[src/rtl/multiplier_datapath_if.sv]
// rtl/multiplier_datapath_if.sv - control strobes and register views between multiplier FSM and datapath
interface multiplier_datapath_if #(
    parameter int W = 8
);
    logic [W-1:0] SW;
    logic         Shift;
    logic         Add;
    logic         Sub;
    logic         Clr;
    logic         LoadB;
    logic [W-1:0] Aval;
    logic [W-1:0] Bval;
    logic         Xval;
    logic         M_val;

    // Control side drives strobes and switch value, observes registers.
    modport master (
        output SW, Shift, Add, Sub, Clr, LoadB,
        input  Aval, Bval, Xval, M_val
    );

    // Datapath side.
    modport slave (
        input  SW, Shift, Add, Sub, Clr, LoadB,
        output Aval, Bval, Xval, M_val
    );
endinterface

[src/rtl/multiplier_datapath.sv]
// rtl/multiplier_datapath.sv - X/A/B registers and 9-bit add/sub for the signed add-shift multiplier
module multiplier_datapath #(
    parameter int W = 8
) (
    input  logic                   Clk,
    input  logic                   Reset_Load_Clr,
    multiplier_datapath_if.slave   bus
);
    logic         x_reg;
    logic [W-1:0] a_reg;
    logic [W-1:0] b_reg;

    logic         m_bit;
    logic         add_e;
    logic         sub_e;
    logic [W:0]   s9;
    logic [W:0]   a9;
    logic [W:0]   sum9;
    logic         x_n;
    logic [W-1:0] a_n;

    assign m_bit = b_reg[0];

    // Add/sub only when the current multiplier bit is set; Sub wins if both asserted.
    always_comb begin
        add_e = bus.Add & m_bit;
        sub_e = bus.Sub & m_bit;
        s9    = {bus.SW[W-1], bus.SW};
        a9    = {a_reg[W-1], a_reg};
        sum9  = {x_reg, a_reg};
        if (sub_e) begin
            sum9 = a9 + ~s9 + {{W{1'b0}}, 1'b1};
        end else if (add_e) begin
            sum9 = a9 + s9;
        end
        x_n = sum9[W];
        a_n = sum9[W-1:0];
    end

    always_ff @(posedge Clk) begin
        if (Reset_Load_Clr) begin
            x_reg <= 1'b0;
            a_reg <= '0;
            b_reg <= '0;
        end else if (bus.Clr || bus.LoadB) begin
            // Clear and load are independent; either one suppresses arithmetic/shift.
            if (bus.Clr) begin
                x_reg <= 1'b0;
                a_reg <= '0;
            end
            if (bus.LoadB) begin
                b_reg <= bus.SW;
            end
        end else if (bus.Shift) begin
            // Arithmetic right shift of {X,A,B} using the freshly computed sum.
            x_reg <= x_n;
            a_reg <= {x_n, a_n[W-1:1]};
            b_reg <= {a_n[0], b_reg[W-1:1]};
        end else if (add_e || sub_e) begin
            x_reg <= x_n;
            a_reg <= a_n;
        end
    end

    assign bus.Aval  = a_reg;
    assign bus.Bval  = b_reg;
    assign bus.Xval  = x_reg;
    assign bus.M_val = m_bit;
endmodule

[src/flat_wrapper.sv]
// flat-port wrapper written by rule: the top's interface ports become plain ports
module multiplier_datapath_flat 
#(
    parameter int W = 8
)
  (Clk, Reset_Load_Clr, bus_SW, bus_Shift, bus_Add, bus_Sub, bus_Clr, bus_LoadB, bus_Aval, bus_Bval, bus_Xval, bus_M_val);
  multiplier_datapath_if #(.W(W)) bus_i ();
  input  logic Clk;
  input  logic Reset_Load_Clr;
  input wire logic [$bits(bus_i.SW)-1:0] bus_SW;
  input wire logic [$bits(bus_i.Shift)-1:0] bus_Shift;
  input wire logic [$bits(bus_i.Add)-1:0] bus_Add;
  input wire logic [$bits(bus_i.Sub)-1:0] bus_Sub;
  input wire logic [$bits(bus_i.Clr)-1:0] bus_Clr;
  input wire logic [$bits(bus_i.LoadB)-1:0] bus_LoadB;
  output wire logic [$bits(bus_i.Aval)-1:0] bus_Aval;
  output wire logic [$bits(bus_i.Bval)-1:0] bus_Bval;
  output wire logic [$bits(bus_i.Xval)-1:0] bus_Xval;
  output wire logic [$bits(bus_i.M_val)-1:0] bus_M_val;
  assign bus_i.SW = bus_SW;
  assign bus_i.Shift = bus_Shift;
  assign bus_i.Add = bus_Add;
  assign bus_i.Sub = bus_Sub;
  assign bus_i.Clr = bus_Clr;
  assign bus_i.LoadB = bus_LoadB;
  assign bus_Aval = bus_i.Aval;
  assign bus_Bval = bus_i.Bval;
  assign bus_Xval = bus_i.Xval;
  assign bus_M_val = bus_i.M_val;
  multiplier_datapath #(.W(W)) u_core (.Clk(Clk), .Reset_Load_Clr(Reset_Load_Clr), .bus(bus_i));
endmodule
[config.mk]
export PLATFORM = sky130hd
export DESIGN_NAME = multiplier_datapath_flat
export DESIGN_NICKNAME = d
export VERILOG_FILES = /design/src/rtl/multiplier_datapath_if.sv /design/src/rtl/multiplier_datapath.sv /design/src/flat_wrapper.sv
export SDC_FILE = /design/constraint.sdc
export NUM_CORES = 1
export LEC_CHECK = 0
export ABC_AREA = 1
export BUFFER_PORTS_ARGS = -buffer_cell sky130_fd_sc_hd__buf_2
export CORE_MARGIN = 4
export CORE_UTILIZATION = 40
export DETAILED_ROUTE_END_ITERATION = 16
export GPL_ROUTABILITY_DRIVEN = 0
export GPL_TIMING_DRIVEN = 0
export HOLD_SLACK_MARGIN = 0.03
export PLACE_DENSITY = 0.65
export SYNTH_ARGS = -nofsm -noshare
export SYNTH_HDL_FRONTEND = slang
export SYNTH_SLANG_ARGS = --single-unit
[constraint.sdc]
create_clock -name Clk -period 2.45 [get_ports Clk]
set_input_delay 0.49 -clock Clk [delete_from_list [all_inputs] [get_ports Clk]]
set_output_delay 0.49 -clock Clk [all_outputs]
set_load 0.02 [all_outputs]
==> impl_results.md <==
- Count of cell types in the netlist: 36
- Synth Cell Area: 1790 sq um
- Most used DFF post-synth: dfxtp_1
- Row count: 24
- Initial antenna violation count: 0
- Post-synthesis net count: 317
- Slew @ Worst Pin: slightly above 500 ps
- IO Count: 33
- Yosys top cell by area: dfxtp_1
- EDFF count, synth: 0
- Port Buf Inserts: 30
- Reg power frac: 0.385
- Synth top area share: 0.191
- Sequential area share after synthesis: 0.191
- Tmin final: 2080 ps
- Post-DP Area: 2000 sq um
- Max_cap viols: 0
- Crit-path max cell delay: 440 ps
- First-pass GRT wire length: 8020 um
- Fillcell total: about 480
- # nets final: between 300 and 400
- # resized after CTS: 0
- Clk_lat worst skew: 250 ps
- Maximum fanout along the worst path: 5
- # clock sinks: 17
- Worst EP arrival: roughly 2300 ps
- Setup TNS: 0 ps
- WL met3: 177 um
- Synth top area cells: dfxtp_1, nand2_1, ha_1, nand3_1, inv_1
- Ratio of cells with drive above 1 in the final layout: 0.217
- Mapped Cells: 284
- Htree depth: 1
- Most used cell, CP: nand2_1
- Die H: 74.8 um
- TritonCTS Buffers: 3
- M1 WL: between 2000 and 2500 um
- Hold_buf cts: 0
- Reg clk slew, reported paths: 70 ps
- Slew Limit Fails: 0
- Final hold vios: 0
- CP Cell Sequence: inv_1 > ha_1 > inv_1 > fa_1 > nand3_1 > nand2_1 > nand2_1 > nand2_1 > o21ai_1 > nand3_1 > nand2_1 > nand3_1 > a21oi_1
- Int Power: 509 uW
- Detailed placement HPWL: 3920 um
- CTS root buf: clkbuf_8
- Core Region: 4320 sq um
- Worst Skew: about 1.6 ps
- Synth Area per Inst: 6.29 sq um
- Required @ worst endpoint: 2640 ps
- Avg WL per Cell: 13.1 um
- Final worst slack: around 370 ps
- Cell Pwr Density: 394 nW/um^2
- Setup Fix Bufs, Post-CTS: 0
- # setup viols final: 0
- CTS tree: yes
- Setup repair after global routing missed its margin: no
- Synth async-reset ratio: 0
- Final Util: 0.473
- DP Worst Slack: 172 ps
- Max Freq: roughly 480 MHz
- Antenna Cells: 0
- Pin count of the biggest net entering global routing: 11
- Via-per-instance ratio: just over 5
- Setup CP Type: register to register
- Status: finished, final reports clean
- Tot GR Track Use: 0.183
- Hold crit path type: register to register
- Switching power share of the total: 0.368
- CP max-delay cell: fa_1
- Finished Cell Area: 2050 sq um
- P&R area growth vs syn: 14.6%
- Die width: 74.8 um
- Leakage Power: 1.11 nW
- WL met2: approximately 2300 um
- Area of the multi-input gates: approximately 1200 sq um
- Initial Util: 0.413
- Power share of the clock group: 0.268
- Final period util: 0.848
- Sequential cell area: 340 sq um
- Setup crit end kind: register
- Final WL: 4850 um
- Residual DRC: 0
- Comb power frac: 0.348
- Initial DRC Count: 162
- Grt ovf: 0
- Synth warn: 0
- Top layer in use: met4
- Detail Route Antenna Nets: 0
- Pre-antenna DRT Iters: 4
- Die area: 5600 sq um
- #FFs+latches synth: 17
- IR drop worst, VDD: 279 uV
- Via count: 1900
- Hold_ws: between 400 and 500 ps
- Net Sw Power: 296 uW
- Worst Setup Start Kind: register
- Clock buffer depth: 2
- Relative slew slack: 0.660
- Vias in the first global route: ~1700
-- layout by cell type (no fill, tap or decap), types with 3 or more instances in the layout --
cell type,n
nand4_1,5
nor2_1,22
dfxtp_1,17
nand2_2,6
nor3_1,3
inv_1,30
o211ai_1,3
buf_2,31
a21oi_1,21
a21oi_2,3
clkbuf_1,3
nand2_1,75
inv_2,11
clkbuf_8,3
nand3_2,3
o21ai_0,5
nor2_2,3
buf_4,3
or2_1,3
ha_1,16
nand3_1,26
a211oi_1,6
-- cells in the mapped netlist (3+ instances only) --
cell type	n
nand2_1	75
inv_1	30
nand3_1	26
nor2_1	22
a21oi_1	21
dfxtp_1	17
ha_1	16
inv_2	11
a211oi_1	6
nand2_2	6
nand4_1	5
o21ai_0	5
a21oi_2	3
buf_4	3
nand3_2	3
nor2_2	3
nor3_1	3
o211ai_1	3
or2_1	3
-- through the flow --
stage / power (mW) / cells
CTS: 0.809 / 370
detailed placement: 0.594 / 366
global placement: 0.591 / 366
finish: 0.805 / 370
global route: 0.853 / 370
floorplan: 0.514 / 284
-- sequential cells by signal (all words and copies together) (netlist names) --
signal           flops
u_core.bus.Bval      8
u_core.bus.Xval      1
u_core.bus.Aval      8
-- cells by family after synthesis --
kind of cell,synth area share
and+or+nand+nor,0.384
buffers and inverters,0.126
AOI/OAI and AO/OA,0.155
adders and majority gates,0.135
DFF,0.191
xor gates and xnor gates,0.00981
-- per-layer routing --
metal  vias to the layer above  GRT usage
met4                         0     0.0356
met5                         -          0
li1                        987          -
met3                         6     0.0214
met2                        43      0.303
met1                       864      0.256
-- worst paths after layout --
check,cells past startpoint,to,slack (ps),startpoint
worst max register to register,13,u_core.bus.Aval[7],370,u_core.bus.Aval[0]
worst min register to register,2,u_core.bus.Xval,480,u_core.bus.Xval
worst min-delay path,2,u_core.bus.Xval,480,u_core.bus.Xval
worst max-delay path,13,u_core.bus.Aval[7],370,u_core.bus.Aval[0]
-- critical path: cells and delay by family, from the launching register on --
family          cells  cell delay, ps
simple gates        7             590
buf+inv             2             140
compound gates      2             320
flops               1             360
fa+ha+maj           2             580
-- power groups by stage --
| stage | registers, mW | logic (mW) | clock network (mW) |
|---|---|---|---|
| floorplan | 0.332 | 0.182 | 0 |
| finish | 0.310 | 0.280 | 0.216 |
| global placement | 0.315 | 0.276 | 0 |
| global route | 0.312 | 0.314 | 0.227 |
| CTS | 0.310 | 0.281 | 0.218 |
| detailed placement | 0.316 | 0.278 | 0 |
-- cell type report --
class / count / area share
Clock buffer: 4 / 0.0220
Sequential cell: 17 / 0.166
Timing Repair Buffer: 30 / 0.0734
Multi-Input combinational cell: 215 / 0.596
Buffer: 9 / 0.0300
Tap cell: 52 / 0.0318
Inverter: 43 / 0.0801
Note: power is estimated with default switching activity, not from simulation.
